File: src/rtl/io_input_unit.sv
// io_input_unit: services an IN instruction by stalling the CPU until the operator
//    presses and releases Enter, then drives the captured switch value on DataIO.
// Latency: capture DEBOUNCE_CYCLES+2 cycles after a clean Enter press; Ready pulses
//    DEBOUNCE_CYCLES+2 cycles after a clean release.
// Backpressure: Halt stalls the pipeline while the request is pending; it drops for
//    exactly the one DONE cycle, and that cycle carries the Ready pulse.
//
// Ports:
//   clock     system clock, rising edge
//   reset     synchronous active-low reset
//   InputReq  control unit is executing an IN instruction
//   Switches  board switches (quasi-static), SW_WIDTH bits
//   Enter     raw asynchronous bouncing push-button, active-high
//   DataIO    32-bit captured value for the writeback select
//   Halt      stall request, combinational from state and InputReq
//   Ready     registered one-cycle pulse, DataIO may be committed
module io_input_unit #(
   parameter int SW_WIDTH        = 16,
   parameter int DEBOUNCE_CYCLES = 500000,
   parameter int SIGN_EXTEND     = 0
) (
   input  logic                clock,
   input  logic                reset,
   input  logic                InputReq,
   input  logic [SW_WIDTH-1:0] Switches,
   input  logic                Enter,
   output logic [31:0]         DataIO,
   output logic                Halt,
   output logic                Ready
);

   // Counter only needs to reach DEBOUNCE_CYCLES-1: the edge where it would
   // reach DEBOUNCE_CYCLES is the edge where the stable level is updated.
   localparam int CW = (DEBOUNCE_CYCLES > 1) ? $clog2(DEBOUNCE_CYCLES) : 1;
   localparam logic [CW-1:0] CNT_LAST = CW'(DEBOUNCE_CYCLES - 1);

   typedef enum logic [1:0] {
      IDLE         = 2'd0,
      WAIT_PRESS   = 2'd1,
      WAIT_RELEASE = 2'd2,
      DONE         = 2'd3
   } state_t;

   state_t          state;
   logic            enter_s1;
   logic            enter_s2;
   logic            enter_stable;
   logic [CW-1:0]   deb_cnt;
   logic [1:0]      warm;
   logic            armed;
   logic            deb_done;
   logic            enter_rise;
   logic            enter_fall;
   logic [31:0]     ext_val;

   // ------------------------------------------------------------------
   // Switch extension to 32 bits
   // ------------------------------------------------------------------
   if (SW_WIDTH < 32) begin : g_ext
      logic fill;
      assign fill    = (SIGN_EXTEND != 0) & Switches[SW_WIDTH-1];
      assign ext_val = {{(32-SW_WIDTH){fill}}, Switches};
   end else begin : g_copy
      assign ext_val = Switches[31:0];
   end

   // ------------------------------------------------------------------
   // Enter conditioning: 2-flop synchronizer + level debouncer
   // ------------------------------------------------------------------
   // The level change is accepted on the edge where the counter has already
   // seen DEBOUNCE_CYCLES-1 mismatching cycles and the mismatch persists.
   assign deb_done   = (enter_s2 != enter_stable) && (deb_cnt == CNT_LAST);
   assign enter_rise = deb_done & enter_s2;
   assign enter_fall = deb_done & ~enter_s2;

   always_ff @(posedge clock) begin
      if (!reset) begin
         enter_s1     <= 1'b0;
         enter_s2     <= 1'b0;
         enter_stable <= 1'b0;
         deb_cnt      <= '0;
         warm         <= 2'b00;
         armed        <= 1'b0;
      end else begin
         enter_s1 <= Enter;
         enter_s2 <= enter_s1;

         if (enter_s2 == enter_stable) begin
            deb_cnt <= '0;
         end else if (deb_done) begin
            enter_stable <= enter_s2;
            deb_cnt      <= '0;
         end else begin
            deb_cnt <= deb_cnt + 1'b1;
         end

         // The synchronizer holds reset zeros for two cycles, which would
         // look like a released button. Only after that can a genuinely
         // released Enter arm capture; a button held through reset then
         // debounces to a rise that is not treated as a press.
         warm <= {warm[0], 1'b1};
         if (warm[1] && !enter_s2 && !enter_stable) begin
            armed <= 1'b1;
         end
      end
   end

   // ------------------------------------------------------------------
   // Request FSM
   // ------------------------------------------------------------------
   always_ff @(posedge clock) begin
      if (!reset) begin
         state  <= IDLE;
         DataIO <= '0;
         Ready  <= 1'b0;
      end else begin
         Ready <= 1'b0;
         case (state)
            IDLE: begin
               if (InputReq) begin
                  state <= WAIT_PRESS;
               end
            end
            WAIT_PRESS: begin
               // A withdrawn request wins over a coincident press.
               if (!InputReq) begin
                  state <= IDLE;
               end else if (enter_rise && armed) begin
                  DataIO <= ext_val;
                  state  <= WAIT_RELEASE;
               end
            end
            WAIT_RELEASE: begin
               if (!InputReq) begin
                  state <= IDLE;
               end else if (enter_fall) begin
                  state <= DONE;
                  Ready <= 1'b1;
               end
            end
            DONE: begin
               // InputReq here belongs to the retiring instruction.
               state <= IDLE;
            end
            default: begin
               state <= IDLE;
            end
         endcase
      end
   end

   assign Halt = reset & (((state == IDLE) & InputReq) |
                          (state == WAIT_PRESS) |
                          (state == WAIT_RELEASE));

endmodule

File: config.mk
export PLATFORM = sky130hd
export DESIGN_NAME = io_input_unit
export DESIGN_NICKNAME = d
export VERILOG_FILES = /design/src/rtl/io_input_unit.sv
export SDC_FILE = /design/constraint.sdc
export NUM_CORES = 1
export LEC_CHECK = 0
export ABC_AREA = 0
export BUFFER_PORTS_ARGS = -buffer_cell sky130_fd_sc_hd__buf_2
export CORE_AREA = 2 2 67 95
export DETAILED_ROUTE_END_ITERATION = 10
export DIE_AREA = 0 0 69 97
export GPL_ROUTABILITY_DRIVEN = 0
export PLACE_DENSITY = 0.64
export SYNTH_ARGS = -nofsm -noshare
export SYNTH_HDL_FRONTEND = slang
export SYNTH_SLANG_ARGS = --single-unit
File: constraint.sdc
create_clock -name clock -period 2.7 [get_ports clock]
set_clock_uncertainty 0.05 [all_clocks]
set_input_delay 0.405 -clock clock [delete_from_list [all_inputs] [get_ports clock]]
set_output_delay 0.405 -clock clock [all_outputs]
set_load 0.005 [all_outputs]
==> flow_summary.yaml, run 1 <==
clock_tree:
  cts.hold.buffers_added: 0
  cts_tree: "built"
  cts.repair.resized: 0
  cts_setup_buffers: 0
  htree_levels: 2
  cts-root-buf: "clkbuf_8"
  cts_inserted_buffers: 5
  insertion_delay_ns: 0.30
  cts.clk_slew.worst_paths_ns: 0.08
  cts_sinks: 44
  cts_buffer_depth: 2
die:
  io_pins: 54
  core-area_um2: 5781
  dieArea_um2: 6693
  die_h_um: 97
  die-width_um: 69
  rows: 33
  initial_core_util: 0.3654
global_routing:
  grt_pass1_vias: 1545
  grt_max_degree: 27
  track_usage: 0.1259
  grt_first_pass_wirelength_mm: 7.051
  antenna_found_initial: 0
  overflow: 0
power_and_ir_drop:
  ir_drop_mv: 0.2000
  power.leakage_nw: 0.8425
  netSwitchingPower_mw: 0.2418
  intPower_mw: 0.9464
  cellPowerDensity_nw_per_um2: 506.2
  p_seq_frac: 0.552
  p_sw_frac: 0.2035
  clock_power_share: 0.414
  combPwrFrac: 0.034
critical_path:
  worstSetupPathType: "reg -> reg"
  cp_common_cell: "and3_1"
  crit_slowest_cell: "and3_1"
  reg2reg_slack_ns: 0.74
  cpPeakStageDelay_ns: 0.60
  critPathRequiredTime_ns: 2.88
  arrival_ns: 2.14
  path_cells: "ha_1 -> and3_1 -> and3_1 -> nand4_1 -> a21boi_0"
  cp-end-kind: "flop"
  critPathMaxFanout: 19
  crit_family: "simple AND/OR/NAND/NOR gates"
  cp.buffers_inverters: 0
  cp-start-kind: "flop"
finish:
  layout_common_cells: "44 x dfxtp_1, 37 x buf_2, 25 x nor2_1"
  nNetsFinal: 288
  design_area_um2: 2347
  syn2layout_area_growth_pct: 11.14
  antenna-diode-count: 0
  final_common_cell: "dfxtp_1"
  drive_gt1_frac: 0.1940
timing:
  worst_pin_slew_ns: 0.6729
  setup_tns_ns: 0
  fmax_ghz: 0.5092
  hold_ws_ns: 0.2657
  slew-limit-headroom: 0.5514
  rsz0062_at_grt: "false"
  post-route-min-period_ns: 1.964
  maxSlewViolCount: 0
  finalHoldViolCount: 0
  finalSetupViolations: 0
  period_share: 0.7273
logic_synthesis:
  ys_seq_elements: 44
  synth_edf_count: 0
  synth_seq_area_share: 0.4171
  async_flop_share: 0
  synthDistinctLibCells: 37
  yosysWarnings: 0
  syn_avg_cell_area_um2: 8.949
  synthCells: 236
  synthesis.area_um2: 2112
  ys.flop_type: "dfxtp_1"
drt:
  dr.pass1.iters: 4
  ant_nets: 0
  routed_via_density: 5.059
  drc: 0
  postRouteWirelength_mm: 4.190
  wl_per_cell_um: 12.40
  vias: 1710
  drtIter0Drc: 93
status:
  status: "finished, final reports clean"
flow_run:
  max_cap_violations: 0
min_path:
  hold_path_class: "in -> reg"
placement:
  place_area_um2: 2240
  io_buffers: 37
  dp_hpwl_mm: 3.079
sequential cells by signal, summed over array words and instances, names as in the netlist:
register,cells
DataIO,16
armed,1
Ready,1
state,2
enter_stable,1
enter_s2,1
enter_s1,1
deb_cnt,19
warm,2
cell families (layout without fill, tap and decap cells):
kind of cell             count (synthesis)  count (layout)  synth area share
flip-flops                              44              44            0.4171
buffers and inverters                   34              51            0.1060
AO/OA/AOI/OAI                           42              42            0.1309
multiplexers                             1               1          0.004740
adder cells (fa/ha/maj)                  1               1          0.005923
XOR/XNOR                                15              15           0.06221
AND/OR/NAND/NOR                         98              98            0.2713
other                                    1              16          0.001776
layout make-up:
type                            instances  area [µm²]
Inverter                                6       22.52
Sequential cell                        44       880.8
Clock inverter                          2       35.03
Tap cell                               70       87.58
Fill cell                             587        3433
Clock buffer                            6       72.57
Timing Repair Buffer                   37       185.2
Multi-Input combinational cell        173        1064
power by group through the flow:
stage	combinational, mW	clock [mW]	sequential, mW
after CTS	0.0403	0.509	0.656
final	0.0402	0.492	0.656
after detailed placement	0.0401	0	0.672
after floorplan	0.0393	0	0.671
after global placement	0.0402	0	0.671
after global routing	0.0455	0.537	0.657
synth_stat cells (all sizes together), types with 2 or more instances:
library cell | n | area, µm²
nand2 | 9 | 33.78
clkbuf | 5 | 20.01
nor4 | 6 | 58.80
o21ai | 17 | 96.35
nor2b | 2 | 12.51
and2 | 5 | 31.28
xor2 | 2 | 17.52
a21boi | 16 | 120.1
nor4b | 2 | 47.55
inv | 6 | 22.52
nor2 | 25 | 93.84
o221ai | 2 | 17.52
nand3 | 11 | 60.06
dfxtp | 44 | 880.8
buf | 23 | 181.4
nand4 | 21 | 131.4
xnor2 | 13 | 113.9
a21oi | 4 | 20.02
and3 | 6 | 37.54
nor3 | 8 | 40.04
path summary, 6_finish.rpt:
check	cells past startpoint	to	start
setup / recovery	5	DataIO[5]$_SDFFE_PN0P_	deb_cnt[0]$_SDFF_PP0_
hold / removal	2	enter_s1$_SDFF_PN0_	Enter
setup reg to reg	5	DataIO[5]$_SDFFE_PN0P_	deb_cnt[0]$_SDFF_PP0_
hold reg to reg	1	enter_s2$_SDFF_PN0_	enter_s1$_SDFF_PN0_
routing by layer:
metal,up-vias,wire [µm],global-route usage
met5,-,0,0
met4,0,59,0.04072
met3,6,250,0.04167
met2,48,2097,0.2167
met1,795,1783,0.1456
li1,861,-,-
stage by stage:
step	instances	power [mW]	util	setup WS, ns
3_5_place_dp	330	0.7117	0.3874	0.6963
4_1_cts	338	1.206	0.4061	0.7075
6_report	338	1.188	0.4061	0.7362
5_1_grt	338	1.239	0.4061	0.5647
2_1_floorplan	251	0.7100	-	1.059
3_3_place_gp	330	0.7116	0.3874	0.8232
Note: power is estimated with default switching activity, not from simulation.
==> run 2, diff against run 1 <==
Settings changed: ABC_AREA 0 to 1, CORE_AREA 2 2 67 95 to 2 2 67 94, DIE_AREA 0 0 69 97 to 0 0 69 96, PLACE_DENSITY 0.64 to 0.66.
Clock period 2.7 ns to 1.8 ns, I/O delays scaled along.
==> run 2 against run 1 <==
  * Clock power is 49% higher
  * Worst setup slack got worse by 0.60 ns
  * Largest cell class unchanged
  * Area after synthesis decreased by 2.1%
  * Non-clock buffer count grew 9
  * Wire length down 9.3%
  * Via count is 4.6% higher
==> flow_summary.yaml, run 2 <==
global_routing:
  grt_first_pass_wirelength_mm: 6.417
  grt_max_degree: 17
  antenna_found_initial: 0
  overflow: 0
  grt_pass1_vias: 1553
  track_usage: 0.1177
logic_synthesis:
  synthDistinctLibCells: 31
  async_flop_share: 0
  syn_avg_cell_area_um2: 7.467
  synth_top_area_cell: "dfxtp_1"
  synthCells: 277
  synth_seq_area_share: 0.4259
  synth_edf_count: 0
  synthDominantCellAreaShare: 0.4259
  synthTopCellsByArea: "dfxtp_1 43%, nor2_1 8.3%, nand2_1 7.6%"
  ys_seq_elements: 44
  synth_commonest_cells: "46 x nor2_1, 44 x dfxtp_1, 42 x nand2_1, 30 x inv_1, 16 x buf_4"
  yosysWarnings: 0
  synthesis.area_um2: 2068
  ys.flop_type: "dfxtp_1"
  yosysMostFrequentCell: "nor2_1"
finish:
  final_common_cell: "nor2_1"
  syn2layout_area_growth_pct: 17.00
  layout_common_cells: "46 x nor2_1, 44 x dfxtp_1, 42 x nand2_1"
  final_util: 0.4186
  top_regs: "deb_cnt: 19 flops, DataIO: 16 flops"
  largest_register_ffs: 19
  design_area_um2: 2420
  antenna-diode-count: 0
  registers.top_by_ff_count: "deb_cnt"
  drive_gt1_frac: 0.2369
  nNetsFinal: 345
critical_path:
  arrival_ns: 1.84
  cp-start-kind: "flop"
  cp-end-kind: "flop"
  r2r_start: "deb_cnt[1]$_SDFF_PP0_"
  critPathMaxFanout: 9
  critPathRequiredTime_ns: 1.98
  setup.worst_path.start: "deb_cnt[1]$_SDFF_PP0_"
  worstSetupPathType: "reg -> reg"
placement:
  place_area_um2: 2287
  dp_hpwl_mm: 2.914
  io_buffers: 37
  place_ws_ns: 0.1423
power_and_ir_drop:
  netSwitchingPower_mw: 0.3972
  power.leakage_nw: 1.116
  p_seq_frac: 0.543
  intPower_mw: 1.440
  ir_drop_mv: 0.4617
  power.total_mw: 1.838
  clock_power_share: 0.400
  cellPowerDensity_nw_per_um2: 759.4
  p_sw_frac: 0.2162
  combPwrFrac: 0.057
drt:
  wl_per_cell_um: 9.625
  dr.pass1.iters: 4
  ant_nets: 0
  routed_via_density: 4.529
  drc: 0
  postRouteWirelength_mm: 3.802
  vias: 1789
  drtIter0Drc: 55
clock_tree:
  insertion_delay_ns: 0.30
  cts_inserted_buffers: 5
  cts.hold.buffers_added: 0
  cts_sinks: 44
  cts_buffer_depth: 2
  htree_levels: 2
  cts.clk_slew.worst_paths_ns: 0.08
  cts-root-buf: "clkbuf_8"
  cts_tree: "built"
timing:
  period_share: 0.9218
  fmax_ghz: 0.6027
  setup_tns_ns: 0
  maxSlewViolCount: 0
  post-route-min-period_ns: 1.659
  fin_ws_ns: 0.1407
  finalHoldViolCount: 0
  finalSetupViolations: 0
status:
  status: "finished, final reports clean"
flow_run:
  max_cap_violations: 0
die:
  die_h_um: 96
  rows: 33
  core-area_um2: 5781
  dieArea_um2: 6624
  io_pins: 54
  initial_core_util: 0.3578
  die-width_um: 69
min_path:
  hold_start: "Enter"
  hold_path_class: "in -> reg"
-- run 2: changes by cell type after synthesis, sizes merged, moves of 4 or more --
cell / previous run / this run
inv: 6 / 31
a21oi: 4 / 12
xnor2: 13 / 2
nand4: 21 / 10
and2: 5 / 0
nor4: 6 / 0
nand2: 9 / 42
clkbuf: 5 / 1
a21boi: 16 / 0
nor2: 25 / 62
and3: 6 / 0
-- run 2: worst max-delay path, cell delays in order (launching register included) --
cell     delay, ns
dfxtp_1       0.36
ha_2          0.20
nand3_2       0.14
nor2_4        0.17
nand4_4       0.15
nor2_8        0.19
buf_4         0.19
o21ai_1       0.07
nor2_1        0.09
-- run 2: timing repair --
item / CTS / global route
buffers inserted: 0 / 3
endpoints found under the hold margin: 0 / 0
gates resized for setup: 0 / 1
setup endpoints to repair: 0 / 5
-- run 2: through the flow --
stage                     hold slack [ns]  std cells
final                              0.1057        395
after global placement             0.3481        384
after global routing               0.1122        395
after CTS                         0.09360        392
after floorplan                    0.2477        292
after detailed placement           0.3531        384
-- run 2: kinds of logic after synthesis --
group,share of synthesized area
fa+ha+maj,0.006049
other cells,0.001813
flops,0.4259
buf+inv,0.1325
simple gates,0.3400
compound gates,0.08106
xor+xnor,0.01271
-- run 2: per-layer routing --
layer	routed length, µm	track usage	up-vias
met2	1929	0.2147	61
li1	-	-	942
met5	0	0	-
met1	1563	0.1263	779
met3	223	0.02618	7
met4	86	0.06536	0
-- run 2: area by class of cell --
| class | count | area, µm² |
|---|---|---|
| Clock buffer | 6 | 72.57 |
| Inverter | 31 | 118.9 |
| Tap cell | 70 | 87.58 |
| Timing Repair Buffer | 46 | 252.7 |
| Multi-Input combinational cell | 196 | 972.2 |
| Fill cell | 590 | 3361 |
| Sequential cell | 44 | 880.8 |
| Clock inverter | 2 | 35.03 |
-- run 2: worst paths after layout --
| path | endpoint | slack [ns] | depth (start not counted) |
|---|---|---|---|
| hold / removal | enter_s1$_SDFF_PN0_ | 0.11 | 3 |
| setup reg to reg | DataIO[12]$_SDFFE_PN0P_ | 0.14 | 8 |
| setup / recovery | DataIO[12]$_SDFFE_PN0P_ | 0.14 | 8 |
| hold reg to reg | warm[1]$_SDFF_PN0_ | 0.37 | 2 |
-- run 2: power by group through the flow --
stage	combinational [mW]	sequential, mW	clock [mW]
2_1_floorplan	0.0917	1.02	0
3_3_place_gp	0.105	1.02	0
3_5_place_dp	0.106	1.02	0
4_1_cts	0.106	0.997	0.766
5_1_grt	0.118	0.999	0.797
6_report	0.105	0.997	0.735
